--- src/rtl/bus_mux_pkg.sv ---
// bus_mux_pkg: mode encodings and select decode shared by the bus mux blocks
package bus_mux_pkg;
  localparam logic MODE_MANUAL = 1'b0;
  localparam logic MODE_ARB = 1'b1;
  function automatic logic [31:0] sel_onehot(input int idx, input int n);
    return (idx < n) ? (32'd1 << idx) : 32'd0;
  endfunction
endpackage

--- src/rtl/rr_arbiter.sv ---
// rr_arbiter: one-hot grant; round-robin with BUS_MUX_RR_EN, else fixed lowest-index priority
module rr_arbiter #(
  parameter int N = 4
) (
`ifdef BUS_MUX_RR_EN
  input  logic         clk,
  input  logic         rst_n,
  input  logic         adv,
`endif
  input  logic [N-1:0] req,
  output logic [N-1:0] gnt
);
`ifdef BUS_MUX_RR_EN
  localparam int SEL_W = $clog2(N);
  logic [SEL_W-1:0] ptr;
  int gidx;
  // Scan from lowest to highest priority so the last hit is the one nearest ptr+1.
  always_comb begin
    gnt = '0;
    gidx = 0;
    for (int k = N; k >= 1; k--)
      if (req[(int'(ptr) + k) % N]) begin
        gnt = '0;
        gnt[(int'(ptr) + k) % N] = 1'b1;
        gidx = (int'(ptr) + k) % N;
      end
  end
  always_ff @(posedge clk or negedge rst_n)
    if (!rst_n) ptr <= SEL_W'(N - 1);
    else if (adv) ptr <= SEL_W'(gidx);
`else
  assign gnt = req & (~req + 1'b1);
`endif
endmodule

--- src/rtl/bus_mux_arb.sv ---
// bus_mux_arb: N-channel registered bus mux, manual select or arbitrated (round-robin when BUS_MUX_RR_EN)
module bus_mux_arb
  import bus_mux_pkg::*;
#(
  parameter int N = 4,
  parameter int W = 8,
  parameter int SEL_W = $clog2(N)
) (
  input  logic             clk,
  input  logic             rst_n,
  input  logic [N*W-1:0]   in_data,
  input  logic [N-1:0]     in_valid,
  output logic [N-1:0]     in_ready,
  input  logic             mode,
  input  logic [SEL_W-1:0] sel,
  output logic [W-1:0]     out_data,
  output logic [SEL_W-1:0] out_sel,
  output logic             out_valid,
  input  logic             out_ready
);
  logic ld, accept;
  logic [N-1:0] man_grant, arb_grant, grant;
  logic [SEL_W-1:0] gsel;
  logic [W-1:0] gdata;
  assign ld = ~out_valid | out_ready;
  assign man_grant = N'(sel_onehot(int'(sel), N)) & in_valid;
  assign grant = (mode == MODE_ARB) ? arb_grant : man_grant;
  assign in_ready = grant & {N{ld & rst_n}};
  assign accept = |in_ready;
  rr_arbiter #(.N(N)) u_arb (
`ifdef BUS_MUX_RR_EN
    .clk(clk),
    .rst_n(rst_n),
    .adv(accept & (mode == MODE_ARB)),
`endif
    .req(in_valid),
    .gnt(arb_grant)
  );
  always_comb begin
    gsel = '0;
    gdata = '0;
    for (int i = 0; i < N; i++) begin
      gsel = grant[i] ? SEL_W'(i) : gsel;
      gdata = gdata | (in_data[i*W +: W] & {W{grant[i]}});
    end
  end
  always_ff @(posedge clk or negedge rst_n)
    if (!rst_n) begin
      out_valid <= 1'b0;
      out_data <= '0;
      out_sel <= '0;
    end else if (accept) begin
      out_valid <= 1'b1;
      out_data <= gdata;
      out_sel <= gsel;
    end else if (out_ready) out_valid <= 1'b0;
endmodule
--- config.mk ---
export PLATFORM = sky130hd
export DESIGN_NAME = bus_mux_arb
export DESIGN_NICKNAME = d
export VERILOG_FILES = /design/src/rtl/bus_mux_pkg.sv /design/src/rtl/rr_arbiter.sv /design/src/rtl/bus_mux_arb.sv
export SDC_FILE = /design/constraint.sdc
export NUM_CORES = 1
export LEC_CHECK = 0
export ABC_AREA = 1
export CAP_MARGIN = 10
export CORE_UTILIZATION = 37
export CTS_CLUSTER_SIZE = 40
export DETAILED_ROUTE_END_ITERATION = 10
export PLACE_DENSITY = 0.8
export SKIP_LAST_GASP = 1
export SLEW_MARGIN = 20
export SYNTH_ARGS = -nofsm -noshare
export SYNTH_HDL_FRONTEND = slang
export SYNTH_HIERARCHICAL = 1
export SYNTH_SLANG_ARGS = --single-unit
--- constraint.sdc ---
create_clock -name clk -period 1.3 [get_ports clk]
set_input_delay 0.195 -clock clk [delete_from_list [all_inputs] [get_ports clk]]
set_output_delay 0.195 -clock clk [all_outputs]
set_load 0.005 [all_outputs]
==> results of run 1 <==
[cell usage after synthesis, drive strengths merged]
| master | instances |
|---|---|
| nor2 | 8 |
| inv | 30 |
| o21ai | 2 |
| buf | 2 |
| nand2 | 109 |
| o21a | 1 |
| dfrtp | 11 |
| nand3 | 2 |
[worst max-delay path: stages (launching register included)]
cell and delay [ns]:
dfrtp_1 0.37, inv_2 0.06, o21a_4 0.22, buf_6 0.12
nand2_4 0.05, inv_2 0.03, buf_2 0.11
[per-layer routing]
metal / up-vias / share of wire [%] / global-route usage, %
met2: 37 / 53 / 43.7
met4: 0 / 0.48 / 3.51
li1: 650 / - / -
met5: - / 0 / 0
met1: 564 / 43 / 28.8
met3: 2 / 3.8 / 6.09
[power by group through the flow]
stage	Combinational [mW]	Sequential, mW	Clock [mW]
finish	0.793	0.469	0.241
global route	0.866	0.476	0.262
CTS	0.756	0.467	0.244
detailed placement	0.614	0.492	0
global placement	0.608	0.487	0
floorplan	0.220	0.491	0
[worst paths after layout]
| kind | depth (start not counted) | endpoint | from |
|---|---|---|---|
| hold / removal | 2 | out_valid | out_ready |
| max in group asynchronous | 2 | out_data[3] | rst_n |
| min in group asynchronous | 2 | out_data[4] | rst_n |
| hold reg to reg | 2 | out_sel[0] | out_sel[0] |
| setup reg to reg | 9 | out_data[2] | out_valid |
| setup / recovery | 6 | in_ready[2] | out_valid |
[cell families after synthesis]
kind of cell / after synthesis / share of synthesized area [%]
DFF: 11 / 28.9
and+or+nand+nor: 119 / 55.4
AOI/OAI and AO/OA: 3 / 1.84
buffers and inverters: 32 / 13.8
[sequential cells by signal, indices dropped and copies added, names as in the netlist]
register / cells
out_data: 8
out_valid: 1
out_sel: 2
[layout make-up]
class / instances / area, um2
multi-input cells: 123 / 608
flip-flops and latches: 11 / 275
inverters: 30 / 113
well taps: 30 / 37.5
fillers: 186 / 613
repair buffers: 87 / 782
clock buffers: 4 / 26.3
[layout by cell type, fill, tap and decap left out]
master / instances
buf_2: 2
buf_4: 27
buf_6: 5
clkbuf_1: 1
clkbuf_4: 3
clkdlybuf4s15_1: 1
clkdlybuf4s15_2: 1
clkdlybuf4s50_1: 33
dfrtp_1: 11
dlygate4sd2_1: 17
dlymetal6s2s_1: 1
inv_1: 24
inv_2: 6
nand2_1: 84
nand2_2: 18
nand2_4: 8
nand3_1: 2
nor2_1: 6
nor2_2: 1
nor2_4: 1
o21a_4: 1
o21ai_2: 1
o21ai_4: 1
[metrics by stage]
| step | instance area [um2] | hold WS (ns) | setup slack (ns) | setup TNS [ns] |
|---|---|---|---|---|
| finish | 1840 | 0.188 | -0.136 | -0.990 |
| global route | 1840 | 0.212 | -0.177 | -1.76 |
| CTS | 1810 | 0.271 | -0.152 | -0.876 |
| detailed placement | 1620 | 0.469 | -0.592 | -8.38 |
| global placement | 1620 | 0.471 | -0.560 | -7.93 |
| floorplan | 951 | -0.101 | 0.0829 | 0 |
[timing repair]
action                                  CTS  global route
gates cloned                              1             0
endpoints found under the setup margin   26            15
resized for setup                        49            11
pin swaps                                15             5
hold buffers                              0             0
buffers inserted                         20             1
==> results.md, run 1 <==
* Status: finished, violations left
* Failing checks: negative setup slack
* Vias/cell at 4.40
* Routed Antenna Nets at 0
* Critical path required time at 1.11 ns
* Share of total power in combinational logic at 52.8%
* Synth top area share at 34.7%
* Residual DRC at 0
* Overflow after GRT at 0
* IO Count at 57
* Detailed placement HPWL at 2040 um
* 1st-iter DRT viols at 15
* Via count at 1253
* Total power at 1.50 mW
* TritonCTS clock tree: yes
* H-tree Lvls at 1
* Flops & latches, synth at 11
* Slew HR at 83.8%
* Root buffer cell: clkbuf_4
* Clock tree buffer depth at 2
* Clk_skew at 0.00253 ns
* Clock Pin Slew Worst Setup and Hold Paths at 0.07 ns
* Net Switching at 490 uW
* Slew @ Worst Pin at 0.243 ns
* Final setup viols at 16
* Crit. End Element: output port
* Pin count of the biggest net entering global routing at 12
* Synthesized instance count at 165
* Worst skew pair latency at 0.28 ns
* Die Ht at 52.7 um
* Antenna cell count at 0
* Fin crit share at 110%
* Min-delay worst type: primary input to register
* Inst Count DP at 261
* Port Buffers at 56
* DR pass1 iterations at 4
* Yosys warnings at 6
* WL per Instance at 10.9 um
* First-pass GRT wire length at 4860 um
* Mapped cell area at 951 um2
* Switching Fraction at 32.6%
* WL final at 3090 um
* Pins Over Slew Limit at 0
* Share of post-route cells with drive strength above 1 at 29.4%
* Area leader, netlist: nand2_1
* Sequential share of the synthesized area at 28.9%
* Layout Nets at 298
* PwrDens at 816 nW/um2
* Internal at 1.01 mW
* Clock sinks at 11
* Initial Util at 38.7%
* Core ar. at 2450 um2
* Placer Congestion at 0.820
* GRT Overall Usage at 24.1%
* Final period demand of the worst path at 1.44 ns
* Crit path arrival time at 1.24 ns
* Crit path setup slack, layout at -0.136 ns
* Die footprint at 2780 um2
* Max cap viols at 0
* Die Wd at 52.7 um
* Yosys cell types at 13
* FMAX at 0.696 GHz
* Maximum VDD drop at 0.726 mV
* RSZ-0062 raised after global routing: yes
* Mapped Nets at 207
* Worst Path Max Fanout at 4
* Std-Cell Rows at 18
* Worst setup path category: register to output port
* Worst reg-to-reg setup slack at -0.07 ns
* Initial antenna violation count at 0
* Final cell count without fillers at 285
* Area Overhead vs Synth at 93.7%
* Leakage power at 1.09 nW
* Final core occ at 75.0%
* Top cells by area, synth: nand2_1 35%, dfrtp_1 29%, inv_1 11%
* Clk pwr share at 16.0%
* Hold Vio Cnt, Final at 0
* Mapped Avg Cell Area at 5.76 um2
* Number of global-route vias before repair at 1130
* CP Launch Type: register
* Num CTS Buffers at 3
* Reg power frac at 31.2%
No activity file was read; power rests on OpenSTA's default activity.
==> run 2: changes to the inputs <==
SETUP_SLACK_MARGIN = 0.3   (was unset)
==> results.md, run 2 (synthesis results as in run 1) <==
* Status: finished, violations left
* Failing checks: negative setup slack
* Fill cell count at 206 (+11%)
* Crit path setup slack, layout at -0.125 ns (+0.0111 ns)
* Worst R2R Path Depth at 10 (+1)
* Vias/cell at 4.34 (-1.4%)
* Detailed placement HPWL at 2050 um (+0.39%)
* IO Count at 57 (unchanged)
* Via count at 1266 (+1.0%)
* H-tree Lvls at 1 (unchanged)
* Post-Route Setup TNS at -1.28 ns (-0.292 ns)
* Residual DRC at 0 (unchanged)
* Fin crit share at 110% (-0.86 points)
* Hold Vio Cnt, Final at 0 (unchanged)
* Critical path required time at 1.11 ns (about the same)
* Pin count of the biggest net entering global routing at 12 (unchanged)
* Die Wd at 52.7 um (unchanged)
* Crit path arrival time at 1.23 ns (about the same)
* Number of global-route vias before repair at 1109 (-1.9%)
* Crit. End Element: output port
* TritonCTS clock tree: yes
* Worst skew pair latency at 0.27 ns (about the same)
* GRT Overall Usage at 22.9% (-1.3 points)
* Final setup viols at 15 (-1)
* Root buffer cell: clkbuf_4
* Final cell count without fillers at 292 (+2.5%)
* Min-delay worst type: primary input to async pin
* Placer Congestion at 0.788 (-3.9%)
* Antenna cell count at 0 (unchanged)
* Clock sinks at 11 (unchanged)
* Pins Over Slew Limit at 0 (unchanged)
* WL met1 at 1190 um (-11%)
* Worst Path Max Fanout at 4 (unchanged)
* Met2 routed WL at 1710 um (+4.9%)
* Initial Util at 38.7% (unchanged)
* Inst Count DP at 263 (+0.77%)
* Leakage power at 1.11 nW (+1.7%)
* Die Ht at 52.7 um (unchanged)
* Slew HR at 85.9% (+2.1 points)
* Most common cell after layout, fill and taps aside: nand2_1
* Highest-count cells in the layout ignoring fill and taps: 81 x nand2_1, 34 x clkdlybuf4s50_1, 30 x buf_4
* 1st-iter DRT viols at 17 (+2)
* Final period demand of the worst path at 1.42 ns (-0.0111 ns)
* Slew @ Worst Pin at 0.210 ns (-0.0322 ns)
* Die footprint at 2780 um2 (unchanged)
* Initial antenna violation count at 0 (unchanged)
* Share of post-route cells with drive strength above 1 at 38.5% (+9.1 points)
* R2r endpoint: out_sel[0]
* Num CTS Buffers at 3 (unchanged)
* Reg2Reg Launch Point: out_valid
* FMAX at 0.702 GHz (+0.78%)
* Worst reg-to-reg setup slack at -0.11 ns (-0.04 ns)
* First-pass GRT wire length at 4550 um (-6.2%)
* CP Launch Type: primary input
* Clock tree buffer depth at 2 (unchanged)
* WL per Instance at 10.7 um (-1.5%)
* Overflow after GRT at 0 (unchanged)
* Biggest regs: out_data x8, out_sel x2, out_valid x1
* Area Overhead vs Synth at 96.1%
* Clock Pin Slew Worst Setup and Hold Paths at 0.07 ns (about the same)
* RSZ-0062 raised after global routing: yes
* PwrDens at 772 nW/um2 (-5.4%)
* Total power at 1.44 mW (-4.2%)
* DR pass1 iterations at 7 (+3)
* Met3 wire len at 116 um (-1.7%)
* Worst setup path category: primary input to output port
* Layout Nets at 305 (+2.3%)
* Maximum VDD drop at 0.601 mV (-17%)
* Core ar. at 2450 um2 (unchanged)
* Routed Antenna Nets at 0 (unchanged)
* Clk_skew at 0.00442 ns (+0.00189 ns)
* Std-Cell Rows at 18 (unchanged)
* Largest register FFs at 8 (unchanged)
* Max cap viols at 0 (unchanged)
* Largest reg by FF count: out_data
* DR top layer: met4
* WL final at 3120 um (+0.94%)
* Port Buffers at 56 (unchanged)
run 2: cell type report:
class	count	area, um2	area share [%]
clock buffers	4	26.3	1.41
inverters	30	113	6.04
multi-input cells	123	622	33.4
flip-flops and latches	11	275	14.8
well taps	30	37.5	2.01
repair buffers	94	791	42.4
run 2: through the flow:
step,util (%),worst slack (ns),area [um2],hold WS [ns]
6_report,75.9,-0.125,1860,0.285
5_1_grt,75.9,-0.186,1860,0.296
4_1_cts,71.9,-0.126,1770,0.266
3_5_place_dp,66.6,-0.574,1640,0.469
3_3_place_gp,66.6,-0.570,1640,0.465
2_1_floorplan,-,0.0929,951,-0.101
run 2: worst max path at each step:
stage / from / cells past startpoint / end
after floorplan: out_valid / 7 / out_valid
after global placement: in_valid[0] / 9 / in_ready[3]
after detailed placement: in_valid[0] / 9 / in_ready[3]
after CTS: out_valid / 6 / in_ready[2]
after global routing: out_valid / 10 / out_sel[0]
final: out_ready / 6 / in_ready[2]
run 2: timing repair:
action,in CTS,in global routing
pin swaps,12,8
setup endpoints to repair,26,18
buffers inserted,19,5
gates resized for setup,83,20
hold buffers,0,0
gates cloned,0,1
run 2: power by group:
| part | internal (mW) | total, mW | switching (mW) |
|---|---|---|---|
| clock | 0.119 | 0.231 | 0.112 |
| sequential | 0.424 | 0.466 | 0.0423 |
| combinational | 0.430 | 0.742 | 0.312 |
| total | 0.973 | 1.44 | 0.467 |
run 2: critical path, cell delays in order:
cell and delay [ns]:
clkdlybuf4s50_1 0.44, o21a_4 0.25, buf_6 0.13, nand2_2 0.07
inv_2 0.03, buf_2 0.11
run 2: metal layers:
metal | up-vias | GRT usage (%)
li1 | 663 | -
met1 | 555 | 24.2
met2 | 39 | 43.9
met3 | 9 | 3.19
met4 | 0 | 9.65
met5 | - | 0
